[src/rtl/ftc_bus_enc.sv]
// ftc_bus_enc: pipelined 3b->4b forbidden-transition-code bus encoder
// with optional shield wires, 2-entry skid buffer and word counter.
module ftc_bus_enc #(
  parameter int NGROUPS = 4,
  parameter int SHIELD  = 1,
  parameter int CNT_W   = 16,
  localparam int S      = (SHIELD != 0) ? 1 : 0,
  localparam int OW     = 4*NGROUPS + S*(NGROUPS-1)
) (
  input  logic               clk,
  input  logic               rst,
  input  logic               in_valid,
  output logic               in_ready,
  input  logic [3*NGROUPS-1:0] in_data,
  input  logic               in_bypass,
  output logic               out_valid,
  input  logic               out_ready,
  output logic [OW-1:0]      out_data,
  output logic [CNT_W-1:0]   word_cnt
);

  logic          ovld;
  logic          svld;
  logic [OW-1:0] odata;
  logic [OW-1:0] sdata;
  logic [OW-1:0] enc;
  logic          accept;
  logic          xfer;

  function automatic logic [3:0] ftc(input logic [2:0] v);
    logic [3:0] c;
    unique case (v)
      3'd0: c = 4'b0000;
      3'd1: c = 4'b0100;
      3'd2: c = 4'b0001;
      3'd3: c = 4'b0101;
      3'd4: c = 4'b0111;
      3'd5: c = 4'b1100;
      3'd6: c = 4'b1101;
      3'd7: c = 4'b1111;
    endcase
    return c;
  endfunction

  // Encode every group (or pass raw data) straight off the input.
  always_comb begin
    enc = '0;
    for (int g = 0; g < NGROUPS; g++) begin
      if (in_bypass)
        enc[4*g+S*g +: 4] = {1'b0, in_data[3*g +: 3]};
      else
        enc[4*g+S*g +: 4] = ftc(in_data[3*g +: 3]);
    end
  end

  assign in_ready  = !svld && !rst;
  assign accept    = in_valid && in_ready;
  assign xfer      = ovld && out_ready;
  assign out_valid = ovld;
  assign out_data  = odata;

  // Output/skid register pair: skid drains first, keeping FIFO order.
  always_ff @(posedge clk) begin
    if (rst) begin
      ovld  <= 1'b0;
      svld  <= 1'b0;
      odata <= '0;
      sdata <= '0;
    end else if (xfer && svld) begin
      odata <= sdata;
      svld  <= 1'b0;
    end else if (accept && (!ovld || xfer)) begin
      odata <= enc;
      ovld  <= 1'b1;
    end else if (accept) begin
      sdata <= enc;
      svld  <= 1'b1;
    end else if (xfer) begin
      ovld  <= 1'b0;
    end
  end

  // Accepted-word counter, wraps naturally.
  always_ff @(posedge clk) begin
    if (rst)
      word_cnt <= '0;
    else if (accept)
      word_cnt <= word_cnt + CNT_W'(1);
  end

endmodule

[config.mk]
export PLATFORM = sky130hd
export DESIGN_NAME = ftc_bus_enc
export DESIGN_NICKNAME = d
export VERILOG_FILES = /design/src/rtl/ftc_bus_enc.sv
export SDC_FILE = /design/constraint.sdc
export NUM_CORES = 1
export LEC_CHECK = 0
export CELL_PAD_IN_SITES_DETAIL_PLACEMENT = 1
export CELL_PAD_IN_SITES_GLOBAL_PLACEMENT = 1
export CORE_ASPECT_RATIO = 0.5
export CORE_MARGIN = 3
export CORE_UTILIZATION = 37
export CTS_CLUSTER_DIAMETER = 60
export DETAILED_ROUTE_END_ITERATION = 7
export GPL_TIMING_DRIVEN = 0
export PLACE_DENSITY_LB_ADDON = 0.15
export SLEW_MARGIN = 30
export SYNTH_ARGS = -nofsm -noshare
export SYNTH_HDL_FRONTEND = slang
export SYNTH_SLANG_ARGS = --single-unit
[constraint.sdc]
create_clock -name clk -period 2.11 [get_ports clk]
set_input_delay 0.5275 -clock clk [delete_from_list [all_inputs] [get_ports clk]]
set_output_delay 0.5275 -clock clk [all_outputs]
set_load 0.05 [all_outputs]
==> impl_metrics.ini, run 1 <==
[floorplanning]
die_area_mm2 = 0.00760
die_w_um = 120
pin_count = 54
core_area_mm2 = 0.00621
fp.dieH_um = 63.2
initial_core_util_pct = 39.0
fp-row-count = 20

[drt]
viasPerCell = 5.40
drcViolationCount = 0
wl_um = 7440
wl_met3_um = 267
top_layer = met4
routedLengthMet1_um = 3500
first_pass_iters = 4
dr_wl_met2_um = 3620
drt_iter0_markers = 181
final_antenna_net_count = 0
wl_per_cell_um = 16.8
vias = 2389

[timing]
worst-slew-pin-transition_ns = 0.686
drv_slew = 0
fmax_ghz = 0.488
rsz0062_at_grt = false
setup_violations = 0
maxSlewHeadroom_pct = 54.0
fin_skew_ns = 0.00654
period_share_pct = 97.2
fin_crit_ns = 2.05
tns_ns = 0
hold_viol = 0

[worst_setup_path]
cp-end-kind = output port
critPathKind = flop to output port
r2r_cells = 4
cp_slowest_cell = clkdlybuf4s50_1
cp.depth = 1
path_cells = clkdlybuf4s50_1
cp_max_fo = 5
cp_top_family = buffers and inverters
worst-path-buf-inv = 1
max_stage_delay_ns = 0.84
cp.arrival_ns = 1.52
critical_path_required_ns = 1.58
critPathLaunchType = flop

[cells_and_area]
final_net_count = 380
fin_area_mm2 = 0.00331
finalNonFillerCells = 442
antennaDiodeCount = 0
drive_gt1_share_pct = 9.32
area.growth.synth_to_final_pct = 36.8

[global_routing]
grt_usage_pct = 20.0
grt_pass1_wl_um = 12400
antenna_found_initial = 0
grt_pass1_vias = 2542
grt_overflow = 0
grt_max_degree = 14

[power]
power.density_mw_per_mm2 = 649
p_leak_nw = 1.34
switching_share_pct = 27.9
p_sw_uw = 598
clockPowerShare_pct = 36.0
power.internal_mw = 1.55
power_frac_seq_pct = 46.3
vdd.ir_drop.worst_mv = 0.312
comb_power_share_pct = 17.7

[clocking]
cts_buffers = 5
clkSinkCount = 50
cts_tree = built
clkSlewWorstSetupHoldPaths_ns = 0.07
htreeDepth = 2
clock-root-buffer = clkbuf_16
cts_buffer_depth = 2
holdBufCountCts = 0
clk-insertion-delay-late_ns = 0.29

[placed_design]
placed_cells = 431
portBuffers = 50
hpwlAfterDp_um = 5400
gp_congestion = 0.785
place_area_mm2 = 0.00304

[status]
status = completed

[yosys]
synth_compound_area_share_pct = 16.8
yosysWarnings = 0
yosys.area.top_type = dfxtp_1
yosys.area_share.xor_xnor_pct = 2.90
synth_edf_count = 0
yosysMostFrequentCell = dfxtp_1
synth_top_family_by_area = simple AND/OR/NAND/NOR gates
avgSynthCellArea_um2 = 8.31
yosysSeqAreaShare_pct = 41.4
synthTopCellsByArea = dfxtp_1 (41%), nor2_1 (6.2%), a21oi_1 (5.0%), ha_1 (4.7%), nand2_1 (4.5%)
yosys.cell_types.count = 41
synth_common_cells = dfxtp_1 (50), nor2_1 (40), nand2_1 (29)
synthMuxAreaShare_pct = 0
synth_fa_ha_area_share_pct = 4.66
yosysTopAreaCellShare_pct = 41.4
ys_ff_latch = 50
synth-simple-area-share_pct = 29.0
synth_top_flop_cell = dfxtp_1
async_flop_share_pct = 0
syn_area_mm2 = 0.00242
syn_inst = 291

[min_path]
hp-class = flop to flop
min_path_cells = 2

[run]
maxCapViolations = 0
cell type report:
cell class | count | area [um2]
repair buffers | 54 | 546
plain buffers | 18 | 108
multi-input cells | 215 | 1380
inverters | 10 | 37.5
well taps | 88 | 110
fillers | 749 | 2900
clock buffers | 7 | 133
flip-flops and latches | 50 | 1000
kinds of logic (layout without fill, tap and decap cells):
group | Yosys count | after routing
buffers and inverters | 28 | 89
xor gates and xnor gates | 8 | 8
and+or+nand+nor | 133 | 133
adders and majority gates | 9 | 9
other | 1 | 3
AOI/OAI and AO/OA | 62 | 62
DFF | 50 | 50
worst paths after layout:
kind / end / start / slack, ns
max: word_cnt[5] / word_cnt[5]$_SDFFE_PP0P_ / 0.06
min: sdata[2]$_SDFFE_PP0P_ / sdata[2]$_SDFFE_PP0P_ / 0.46
max reg2reg: word_cnt[14]$_SDFFE_PP0P_ / word_cnt[4]$_SDFFE_PP0P_ / 0.21
min reg2reg: sdata[2]$_SDFFE_PP0P_ / sdata[2]$_SDFFE_PP0P_ / 0.46
sequential cells by signal, indices dropped and copies added (netlist names):
| signal | flops |
|---|---|
| out_valid | 1 |
| out_data | 16 |
| svld | 1 |
| sdata | 16 |
| word_cnt | 16 |
cell usage in the layout (no fill, tap or decap), types with 4 or more instances in the layout:
cell,count
dfxtp_1,50
nor2_1,40
clkdlybuf4s50_1,39
nand2_1,29
a21oi_1,24
inv_1,10
o21ai_0,10
clkbuf_1,9
buf_4,9
ha_1,9
nor2b_1,8
nand2b_1,8
nand3_1,8
dlymetal6s2s_1,8
xor2_1,7
a222oi_1,6
o31ai_1,6
nor3_1,5
clkbuf_16,5
a211oi_1,4
nand4_1,4
or3_1,4
or4_1,4
stage by stage:
step | setup WS (ns) | total power [mW] | utilization, % | hold slack, ns
after floorplan | 0.00183 | 1.23 | - | 0.432
after global placement | -1.07 | 1.36 | 48.9 | 0.439
after detailed placement | -1.09 | 1.37 | 49.0 | 0.450
after CTS | 0.00336 | 2.14 | 52.0 | 0.461
after global routing | 0.000159 | 2.23 | 53.3 | 0.490
final | 0.0596 | 2.15 | 53.3 | 0.462
layer usage:
| layer | track usage [%] | vias to the layer above |
|---|---|---|
| met4 | 3.95 | 0 |
| met5 | 0 | - |
| met1 | 25.4 | 1186 |
| met2 | 35.6 | 42 |
| met3 | 3.86 | 5 |
| li1 | - | 1156 |
power by group through the flow:
| stage | clock network (mW) | registers (mW) | logic [mW] |
|---|---|---|---|
| finish | 0.773 | 0.993 | 0.380 |
| global route | 0.820 | 0.997 | 0.410 |
| CTS | 0.780 | 0.993 | 0.370 |
| detailed placement | 0 | 1.01 | 0.358 |
| global placement | 0 | 1.01 | 0.349 |
| floorplan | 0 | 1.09 | 0.142 |
repair_timing:
item | CTS | global route
resized for setup | 21 | 20
gates cloned | 0 | 0
pin swaps | 1 | 0
setup buffers | 2 | 2
setup endpoints to repair | 28 | 30
No activity file was read; power rests on OpenSTA's default activity.
==> run 2, diff against run 1 <==
--- a/config.mk
+++ b/config.mk
@@ -13,7 +13,7 @@
 export CTS_CLUSTER_DIAMETER = 60
 export DETAILED_ROUTE_END_ITERATION = 7
 export GPL_TIMING_DRIVEN = 0
-export PLACE_DENSITY_LB_ADDON = 0.15
+export PLACE_DENSITY_LB_ADDON = 0.12
 export SLEW_MARGIN = 30
 export SYNTH_ARGS = -nofsm -noshare
 export SYNTH_HDL_FRONTEND = slang
==> run 2 against run 1 <==
  * Core utilization shrank 0.060 points
  * Combinational power about the same
  * Clock skew rose by 0.00089 ns
  * Critical endpoint is now word_cnt[12]
  * Largest power group unchanged
==> impl_metrics.ini, run 2 (synthesis results as in run 1) <==
[timing]
fmax_ghz = 0.484
hold_viol = 0
fin_skew_ns = 0.00743
period_share_pct = 97.8
drv_slew = 0
setup_violations = 0
worst-slew-pin-transition_ns = 0.676
whs_ns = 0.458
rsz0062_at_grt = true
fin_crit_ns = 2.06
maxSlewHeadroom_pct = 54.7
layout_setup_ws_ns = 0.0458

[worst_setup_path]
critPathKind = flop to output port
path_cells = clkdlybuf4s50_1
cp_max_fo = 6
cp_slowest_cell = clkdlybuf4s50_1
max_stage_delay_ns = 0.84
rr_startpoint = word_cnt[4]$_SDFFE_PP0P_
cp-end-kind = output port
r2r_cells = 4
cp.arrival_ns = 1.54
critical_path_required_ns = 1.58
critPathLaunchType = flop
worst-path-buf-inv = 1
cp_top_family = buffers and inverters
r2r-end = word_cnt[14]$_SDFFE_PP0P_
r2r_setup_slack_ns = 0.24

[clocking]
cts_tree = built
holdBufCountCts = 0
clkSlewWorstSetupHoldPaths_ns = 0.07
clk-insertion-delay-late_ns = 0.29
clkSinkCount = 50
cts_buffer_depth = 2
cts_buffers = 5
clock-root-buffer = clkbuf_16
htreeDepth = 2

[min_path]
min_to = sdata[8]$_SDFFE_PP0P_
min_from = sdata[8]$_SDFFE_PP0P_
hp-class = flop to flop
min_path_cells = 2

[drt]
final_antenna_net_count = 0
first_pass_iters = 5
drcViolationCount = 0
viasPerCell = 5.32
wl_um = 7640
drt_iter0_markers = 143
wl_per_cell_um = 17.2
vias = 2357

[global_routing]
use_met1_pct = 25.9
grt_usage_pct = 20.2
grt_max_degree = 17
antenna_found_initial = 0
grt_pass1_wl_um = 12200
grt_util_met3_pct = 4.39
grt_busiest_layer = met2
grt_pass1_vias = 2424
grt_overflow = 0
grtUsageMet2_pct = 34.7

[floorplanning]
pin_count = 54
fp.dieH_um = 63.2
die_area_mm2 = 0.00760
initial_core_util_pct = 39.0
die_w_um = 120
core_area_mm2 = 0.00621
fp-row-count = 20

[cells_and_area]
drive_gt1_share_pct = 8.73
finalNonFillerCells = 443
antennaDiodeCount = 0
area.growth.synth_to_final_pct = 36.7
fillerInstances = 768
final_cell_mix = dfxtp_1 (50), nor2_1 (40), clkdlybuf4s50_1 (40)
final_common_cell = dfxtp_1
final_net_count = 380

[placed_design]
gp_congestion = 0.781
portBuffers = 50
placed_cells = 431
dp_slack_ns = -1.06
hpwlAfterDp_um = 5400

[run]
maxCapViolations = 0

[power]
p_leak_nw = 1.32
vdd.ir_drop.worst_mv = 0.305
power.density_mw_per_mm2 = 695

[status]
status = completed
-- run 2: cell types whose count changed in the layout (fill, tap and decap cells not counted), sizes merged --
cell / before / now
dlymetal6s2s: 8 / 5
buf: 11 / 12
clkdlybuf4s50: 39 / 40
clkinvlp: 0 / 2
dlygate4sd2: 2 / 4
bufinv: 0 / 1
clkbuf: 19 / 16
-- run 2: area by class of cell --
| type | instances | area [um2] | share of cell area, % |
|---|---|---|---|
| plain buffers | 18 | 105 | 3.18 |
| clock buffers | 5 | 125 | 3.79 |
| clock inverters | 3 | 45.0 | 1.36 |
| inverters | 10 | 37.5 | 1.14 |
| multi-input cells | 215 | 1340 | 40.6 |
| flip-flops and latches | 50 | 1000 | 30.3 |
| well taps | 88 | 110 | 3.33 |
| repair buffers | 54 | 539 | 16.3 |
-- run 2: report_power, final --
part / switching (mW) / total (mW) / internal [mW] / leakage (nW)
Sequential: 0.0202 / 0.992 / 0.972 / 0.406
Combinational: 0.239 / 0.377 / 0.138 / 0.837
Clock: 0.369 / 0.928 / 0.560 / 0.0760
Total: 0.628 / 2.30 / 1.67 / 1.32
-- run 2: metrics by stage --
step	setup TNS, ns	cell area (um2)	util, %	power (mW)
after global routing	0	3310	53.3	2.38
after floorplan	0	2430	-	1.23
after global placement	-15.91	3040	48.9	1.36
after detailed placement	-14.95	3040	49.0	1.37
final	0	3310	53.3	2.30
after CTS	0	3250	52.4	2.31
-- run 2: routing by layer --
layer | vias to the layer above | routed length (um)
met4 | 0 | 61
met5 | - | 0
met2 | 52 | 3750
li1 | 1157 | -
met1 | 1141 | 3510
met3 | 7 | 312
-- run 2: timing repair --
action / in CTS / in global routing
pin swaps: 0 / 1
buffers inserted: 1 / 3
setup endpoints to repair: 29 / 24
gates resized for setup: 22 / 12
endpoints found under the hold margin: 0 / 0
-- run 2: worst max-delay path by stage --
stage | from | endpoint | depth (start not counted)
2_1_floorplan | rst | in_ready | 3
3_3_place_gp | rst | in_ready | 5
3_5_place_dp | rst | in_ready | 5
4_1_cts | out_ready | sdata[0]$_SDFFE_PP0P_ | 7
5_1_grt | rst | in_ready | 5
6_report | word_cnt[12]$_SDFFE_PP0P_ | word_cnt[12] | 1
